$ cat config.mk
export PLATFORM = sky130hd
export DESIGN_NAME = pivot_partition
export DESIGN_NICKNAME = d
export VERILOG_FILES = /design/src/rtl/pivot_partition.sv
export SDC_FILE = /design/constraint.sdc
export NUM_CORES = 1
export LEC_CHECK = 0
export ABC_AREA = 1
export BUFFER_PORTS_ARGS = -buffer_cell sky130_fd_sc_hd__buf_2
export CAP_MARGIN = 15
export CELL_PAD_IN_SITES_DETAIL_PLACEMENT = 1
export CELL_PAD_IN_SITES_GLOBAL_PLACEMENT = 1
export CORE_ASPECT_RATIO = 1.5
export CORE_UTILIZATION = 41
export CTS_CLUSTER_SIZE = 25
export DETAILED_ROUTE_END_ITERATION = 10
export GPL_ROUTABILITY_DRIVEN = 0
export GPL_TIMING_DRIVEN = 0
export HOLD_SLACK_MARGIN = 0.02
export PLACE_DENSITY_LB_ADDON = 0.1
export SYNTH_ARGS = -nofsm -noshare
export SYNTH_HDL_FRONTEND = slang
export SYNTH_SLANG_ARGS = --single-unit
$ cat constraint.sdc
create_clock -name clk -period 2 [get_ports clk]
set_clock_uncertainty 0.1 [all_clocks]
set_input_delay 0.1 -clock clk [delete_from_list [all_inputs] [get_ports clk]]
set_output_delay 0.1 -clock clk [all_outputs]
set_load 0.05 [all_outputs]
$ cat src/rtl/pivot_partition.sv
// Quickselect partition stage: streams samples against a pivot, counts lower/equal/larger
// classes with their extremes, and hands over one registered record. Optional tag stream: PART_TAG_EN.
module pivot_partition #(
    parameter int BUFF_SIZE     = 32,
    parameter int BUFF_SIZE_BIT = $clog2(BUFF_SIZE) + 1
) (
    input  logic                     clk,
    input  logic                     rst_n,
    input  logic                     start,
    input  logic [7:0]               in_pivot,
    input  logic [BUFF_SIZE_BIT-1:0] in_count,
    input  logic [7:0]               in_data,
    input  logic                     in_valid,
    output logic                     in_ready,
    output logic                     busy,
    output logic                     out_valid,
    input  logic                     out_ready,
    output logic [BUFF_SIZE_BIT-1:0] lower_size,
    output logic [BUFF_SIZE_BIT-1:0] equal_size,
    output logic [BUFF_SIZE_BIT-1:0] larger_size,
    output logic [7:0]               max_lower,
    output logic [7:0]               min_lower,
    output logic [7:0]               max_larger,
    output logic [7:0]               min_larger
`ifdef PART_TAG_EN
    ,
    output logic                     tag_valid,
    output logic [1:0]               tag_class,
    output logic [7:0]               tag_data
`endif
);

    // state  | meaning
    // IDLE   | waiting for start; last record still visible on the outputs
    // LOAD   | accepting samples until the latched count is reached
    // DONE   | record valid, held until out_ready
    typedef enum logic [1:0] {
        S_IDLE = 2'd0,
        S_LOAD = 2'd1,
        S_DONE = 2'd2
    } state_t;

    localparam logic [BUFF_SIZE_BIT-1:0] MAX_CNT = BUFF_SIZE_BIT'(BUFF_SIZE);

    state_t                   state, state_nxt;
    logic [7:0]               pivot_q;
    logic [BUFF_SIZE_BIT-1:0] count_q;
    logic [BUFF_SIZE_BIT-1:0] cnt_q;
    logic [BUFF_SIZE_BIT-1:0] count_clamped;
    logic                     start_ok;
    logic                     accept;
    logic                     last_accept;

    assign count_clamped = (in_count > MAX_CNT) ? MAX_CNT : in_count;
    assign start_ok      = (state == S_IDLE) && start;
    assign accept        = (state == S_LOAD) && in_valid;
    assign last_accept   = accept && ((cnt_q + BUFF_SIZE_BIT'(1)) == count_q);

    always_ff @(posedge clk or negedge rst_n) begin
        if (!rst_n) state <= S_IDLE;
        else        state <= state_nxt;
    end

    always_comb begin
        state_nxt = state;
        in_ready  = 1'b0;
        busy      = 1'b0;
        out_valid = 1'b0;
        case (state)
            S_IDLE: begin
                if (start) state_nxt = (count_clamped == '0) ? S_DONE : S_LOAD;
            end
            S_LOAD: begin
                in_ready = 1'b1;
                busy     = 1'b1;
                if (last_accept) state_nxt = S_DONE;
            end
            S_DONE: begin
                busy      = 1'b1;
                out_valid = 1'b1;
                if (out_ready) state_nxt = S_IDLE;
            end
            default: state_nxt = S_IDLE;
        endcase
    end

    always_ff @(posedge clk or negedge rst_n) begin
        if (!rst_n) begin
            pivot_q     <= 8'h00;
            count_q     <= '0;
            cnt_q       <= '0;
            lower_size  <= '0;
            equal_size  <= '0;
            larger_size <= '0;
            max_lower   <= 8'h00;
            min_lower   <= 8'hFF;
            max_larger  <= 8'h00;
            min_larger  <= 8'hFF;
        end else if (start_ok) begin
            pivot_q     <= in_pivot;
            count_q     <= count_clamped;
            cnt_q       <= '0;
            lower_size  <= '0;
            equal_size  <= '0;
            larger_size <= '0;
            max_lower   <= 8'h00;
            min_lower   <= 8'hFF;
            max_larger  <= 8'h00;
            min_larger  <= 8'hFF;
        end else if (accept) begin
            cnt_q <= cnt_q + BUFF_SIZE_BIT'(1);
            if (in_data < pivot_q) begin
                lower_size <= lower_size + BUFF_SIZE_BIT'(1);
                if (in_data < min_lower) min_lower <= in_data;
                if (in_data > max_lower) max_lower <= in_data;
            end else if (in_data == pivot_q) begin
                equal_size <= equal_size + BUFF_SIZE_BIT'(1);
            end else begin
                larger_size <= larger_size + BUFF_SIZE_BIT'(1);
                if (in_data < min_larger) min_larger <= in_data;
                if (in_data > max_larger) max_larger <= in_data;
            end
        end
    end

`ifdef PART_TAG_EN
    always_ff @(posedge clk or negedge rst_n) begin
        if (!rst_n) begin
            tag_valid <= 1'b0;
            tag_class <= 2'b00;
            tag_data  <= 8'h00;
        end else begin
            tag_valid <= accept;
            if (accept) begin
                tag_data  <= in_data;
                tag_class <= (in_data < pivot_q)  ? 2'b00 :
                             (in_data == pivot_q) ? 2'b01 : 2'b10;
            end
        end
    end
`endif

endmodule

Word-level counts from Yosys, hierarchy flattened
Index checks and enable logic that the tools add are counted.
Word-level totals
  output and inout port bits: 53
  memories: 0
  flip-flop bits (word level): 72
  word-level logic and storage cells: 91
  memory bits (writable): 0
  latch bits: 0
  ROM bits: 0
Operators by class
  add/sub/neg operators: 4
  reductions and logical operators: 21
  divide/modulo/power cells: 0
  bitwise gates (word level): 0
  muxes and demuxes: 40
  eq/ne operators: 9
  shift-type cells: 0
  multipliers: 0
  magnitude comparators: 6
Operator list (number)
  $mux W8: 18
  $mux W6: 14
  $add A6 B1 Y6 const B: 4
  $lt A8 B8 Y1: 3
  $gt A8 B8 Y1: 2
  $reduce_and A3 Y1: 5
  $reduce_bool A2 Y1: 7
  $ne A2 B2 Y1 const B: 5
  $eq A8 B8 Y1: 1
  $mux W2: 4
  $reduce_and A4 Y1: 2
  $eq A6 B6 Y1: 1
  $gt A6 B6 Y1 const B: 1
  $logic_not A6 Y1: 1
  $pmux W2 S3: 1
  $logic_and A1 B1 Y1: 3
  $mux W1: 3
  $eq A2 B1 Y1 const B: 1
  $eq A2 B2 Y1 const B: 1
  $logic_not A2 Y1: 1
  $reduce_and A2 Y1: 1
  $reduce_or A2 Y1: 1

Depth between registers and ports, before layout
  depth after elaboration: 6
  mapped depth: 14
  depth with buffers taken out: 14

Least setup slack after synthesis
No wires, ideal clock.
  path kind: register to register
  start point: reg max_lower[3]
  end point: reg max_lower[0]
  path buffers: 0
  cell stages (with the launch flop): 10
  arrival: 1.887 ns
  slack: -0.107 ns
  data required time: 1.780 ns
  path through: dfrtp_1 > inv_1 > ha_1 > nand2_1 > o21ai_0 > nand2_1 > a21oi_2 > nand2_1 > nand3_1 > nand2_1
On the way
  word-level cells in the longest chain between the ends: 3
RTL lines
  start, declared: line 21  | output logic [7:0] max_lower,
  start signal, assigned: line 115  | if (in_data > max_lower) max_lower <= in_data;
  $gt A8 B8 Y1: line 115
  $reduce_bool A2 Y1 (no source line)
  $reduce_and A3 Y1 (no source line)
No other way between the ends.
A chain may end at the register's enable or synchronous reset.

Worst setup path after layout
  start point: reg pivot_q[1]
  end point: reg equal_size[1]
On the way
  word-level cells in the longest chain between the ends: 3
  elaborated cells on any way between the ends: 5
  those cells by class: order compare (1); eq/ne (2); reduce/logical (2)
RTL lines
  start, declared: line 46  | logic [7:0] pivot_q;
  start signal, assigned: line 100  | pivot_q <= in_pivot;
  $lt A8 B8 Y1 or $eq A8 B8 Y1 (tied branches): line 112, 116
  $ne A2 B2 Y1 (no source line) or $reduce_bool A2 Y1 (tied branches)
  $reduce_and A3 Y1 (no source line) *
  end signal, assigned: line 117  | equal_size <= equal_size + BUFF_SIZE_BIT'(1);
  end, declared: line 19  | output logic [BUFF_SIZE_BIT-1:0] equal_size,
Every way passes the cells marked *; elsewhere a longest branch is shown, timed or not.

==> results.sh <==
export IMPL_cp_data_arrival_time_ps=2200
export IMPL_diodes=0
export IMPL_max_stage_delay_ps=370
export IMPL_synth_top_family_by_area="simple AND/OR/NAND/NOR gates"
export IMPL_critical_path_top_delay_family="simple AND/OR/NAND/NOR gates"
export IMPL_hold_path_class="in2reg"
export IMPL_end_kind="flop"
export IMPL_timing_fmax_mhz=495
export IMPL_final_common_cell="nand2_1"
export IMPL_rows=46
export IMPL_numCtsBuffers=9
export IMPL_worst_slew_pin_transition_ps=490
export IMPL_timing_final_crit_share_pct=101
export IMPL_yosysWarningCount=0
export IMPL_ctsHtreeMaxLevel=3
export IMPL_relSlewSlack_pct=67.4
export IMPL_cts_buffer_depth=2
export IMPL_synthXorXnorAreaFrac_pct=1.92
export IMPL_cts_root_buf="clkbuf_16"
export IMPL_status="finished, violations left"
export IMPL_slowest_stage="dfrtp_1"
export IMPL_ys_seq_area_share_pct=40.0
export IMPL_grt_setup_unrepaired="yes"
export IMPL_worstSetupPathType="reg2reg"
export IMPL_drt_iter0_markers=97
export IMPL_worst_slack_ps=-22.0
export IMPL_layout_drive_gt1_share_pct=28.2
export IMPL_grt_antenna_before_repair=0
export IMPL_netlist_area_leader_share_pct=30.8
export IMPL_syn_inst=591
export IMPL_clock_sinks=72
export IMPL_crit_fanout=5
export IMPL_start_kind="flop"
export IMPL_drc=0
export IMPL_top_layer="met4"
export IMPL_drv_cap=0
export IMPL_powerDensity_nw_per_um2=1610
export IMPL_ys_ff_latch=72
export IMPL_synth_simple_gate_area_share_pct=28.8
export IMPL_wl_per_cell_um=16.9
export IMPL_syn_to_final_growth_pct=33.4
export IMPL_io_buffer_count=79
export IMPL_min_from="out_ready"
export IMPL_io_pins=80
export IMPL_cp_common_cell="nand2_1"
export IMPL_clock_latency_ps=340
export IMPL_path_clk_slew_ps=50
export IMPL_avgSynthCellArea_sq_um=7.70
export IMPL_dp_hpwl_mm=10.4
export IMPL_preCtsSetupSlack_ps=-192
export IMPL_via_per_inst=5.23
export IMPL_die_h_um=131
export IMPL_drv_slew=0
export IMPL_grt_util_all_layers_pct=26.1
export IMPL_required_ps=2180
export IMPL_vias=4511
export IMPL_routed_wl_mm=14.5
export IMPL_power_leakage_nw=3.17
export IMPL_crit_start="pivot_q[1]"
export IMPL_grt_pass1_wl_mm=22.4
export IMPL_vdd_ir_drop_max_mv=0.807
export IMPL_coreArea_sq_um=10700
export IMPL_ys_types=35
export IMPL_fin_crit_ps=2020
export IMPL_met1_length_mm=5.54
export IMPL_first_pass_iters=4
export IMPL_final_cell_mix="nand2_1, inv_1, buf_2"
export IMPL_yosys_top_cells_area="dfrtp_1, nand2_1, ha_1"
export IMPL_tritoncts="done"
export IMPL_first_global_vias=4653
export IMPL_hold_viol=0
export IMPL_yosys_area_top_type="dfrtp_1"
export IMPL_mappedNetlistArea_sq_um=4550
export IMPL_setup_violations_final=10
export IMPL_power_total_mw=9.75
export IMPL_start_util_pct=42.5
export IMPL_synthMuxAreaShare_pct=0
export IMPL_fp_dieArea_sq_um=11500
export IMPL_path_cells="inv_2, ha_4, inv_2, o21bai_1, nand2_1, nand2_1, nand2_2, nand2_4, nand2_4, o21ai_4, buf_4, nand3_1, nand2_1"
export IMPL_syn_nets=663
export IMPL_worstReg2RegStart="pivot_q[1]"
export IMPL_final_setup_tns_ps=-53.6
export IMPL_synth_compound_area_share_pct=7.67
export IMPL_route_antenna_remaining_nets=0
export IMPL_wl_met3_um=392
export IMPL_failed_checks="setup timing"
export IMPL_grt_overflow_total=0
export IMPL_cp_buffers_inverters=3
export IMPL_wl_met2_mm=8.21
export IMPL_final_core_util_pct=56.7
export IMPL_nNetsFinal=786
export IMPL_grt_max_degree=42
export IMPL_fp_dieW_um=88.0
export IMPL_synth_fa_ha_area_share_pct=12.4
## synth_stat cells
cell / number
nand3_1: 60
o22ai_1: 5
inv_1: 89
nor4_1: 1
xor2_1: 9
o21ai_2: 1
nand3_4: 1
inv_2: 2
a21oi_2: 1
o21a_1: 3
nand4_1: 25
nor2_2: 1
o21ai_1: 1
clkinv_1: 1
clkinv_4: 1
or2_0: 1
nor3_1: 5
nand2_1: 167
o21bai_1: 2
buf_4: 1
nand3_2: 1
clkbuf_1: 6
or2_2: 2
buf_2: 5
nand2_2: 4
xnor2_1: 1
a21oi_1: 20
ha_1: 45
buf_6: 1
dfstp_2: 16
nand2_4: 2
o31ai_1: 3
o21ai_0: 27
nor2_1: 25
dfrtp_1: 56
## path summary, 6_finish.rpt
kind,cells past startpoint,endpoint,slack [ps]
max,13,equal_size[1],-20
min,5,state[0],50
max reg2reg,13,equal_size[1],-20
min reg2reg,2,min_lower[5],370
max in group asynchronous,3,max_lower[6],1060
min in group asynchronous,2,count_q[2],140
## layout make-up
class                           count  area [sq um]
Tap cell                          144           180
Clock inverter                      3          65.1
Timing Repair Buffer              112           711
Clock buffer                       13           250
Multi-Input combinational cell    414          2580
Buffer                             12          83.8
Sequential cell                    72          1830
Fill cell                        1375          4640
Inverter                           93           368
## per-layer routing
| layer | GRT usage [%] | vias to the layer above |
|---|---|---|
| li1 | - | 2176 |
| met1 | 26.1 | 2217 |
| met2 | 51.8 | 91 |
| met3 | 5.09 | 27 |
| met4 | 9.68 | 0 |
| met5 | 0 | - |
## per-stage QoR
step / instance area, sq um / cells / hold WS, ps
final: 6070 / 863 / 53.6
after global routing: 6070 / 863 / 91.8
after floorplan: 4560 / 591 / -296
after global placement: 5130 / 814 / 199
after CTS: 5710 / 847 / 49.4
after detailed placement: 5160 / 815 / -27.7
## repair_timing
item / in CTS / in global routing
setup buffers: 2 / 15
hold buffers: 15 / 0
endpoints found under the setup margin: 53 / 56
pin swaps: 5 / 19
gates resized for setup: 17 / 68
gates cloned: 0 / 1
hold endpoints to repair: 86 / 0
## worst min-delay path, cell delays in order
cell,delay (ps)
buf_2,80
o22ai_1,50
inv_1,90
nand3_1,80
nand2_1,60
## power breakdown
part	internal [mW]	switching, mW
logic	1.62	3.80
clock network	1.13	0.607
registers	2.13	0.466
total	4.88	4.88
## state kept, by name, indices dropped and copies added, names as in the netlist
name	cells
count_q	6
cnt_q	6
larger_size	6
equal_size	6
max_larger	8
min_larger	8
max_lower	8
lower_size	6
pivot_q	8
state	2
min_lower	8
## logic make-up (layout without fill, tap and decap cells)
group / count (synthesis) / in the layout
simple gates: 295 / 296
compound gates: 63 / 63
buf+inv: 106 / 233
flops: 72 / 72
xor+xnor: 10 / 10
fa+ha+maj: 45 / 45
Note: power is estimated with default switching activity, not from simulation.
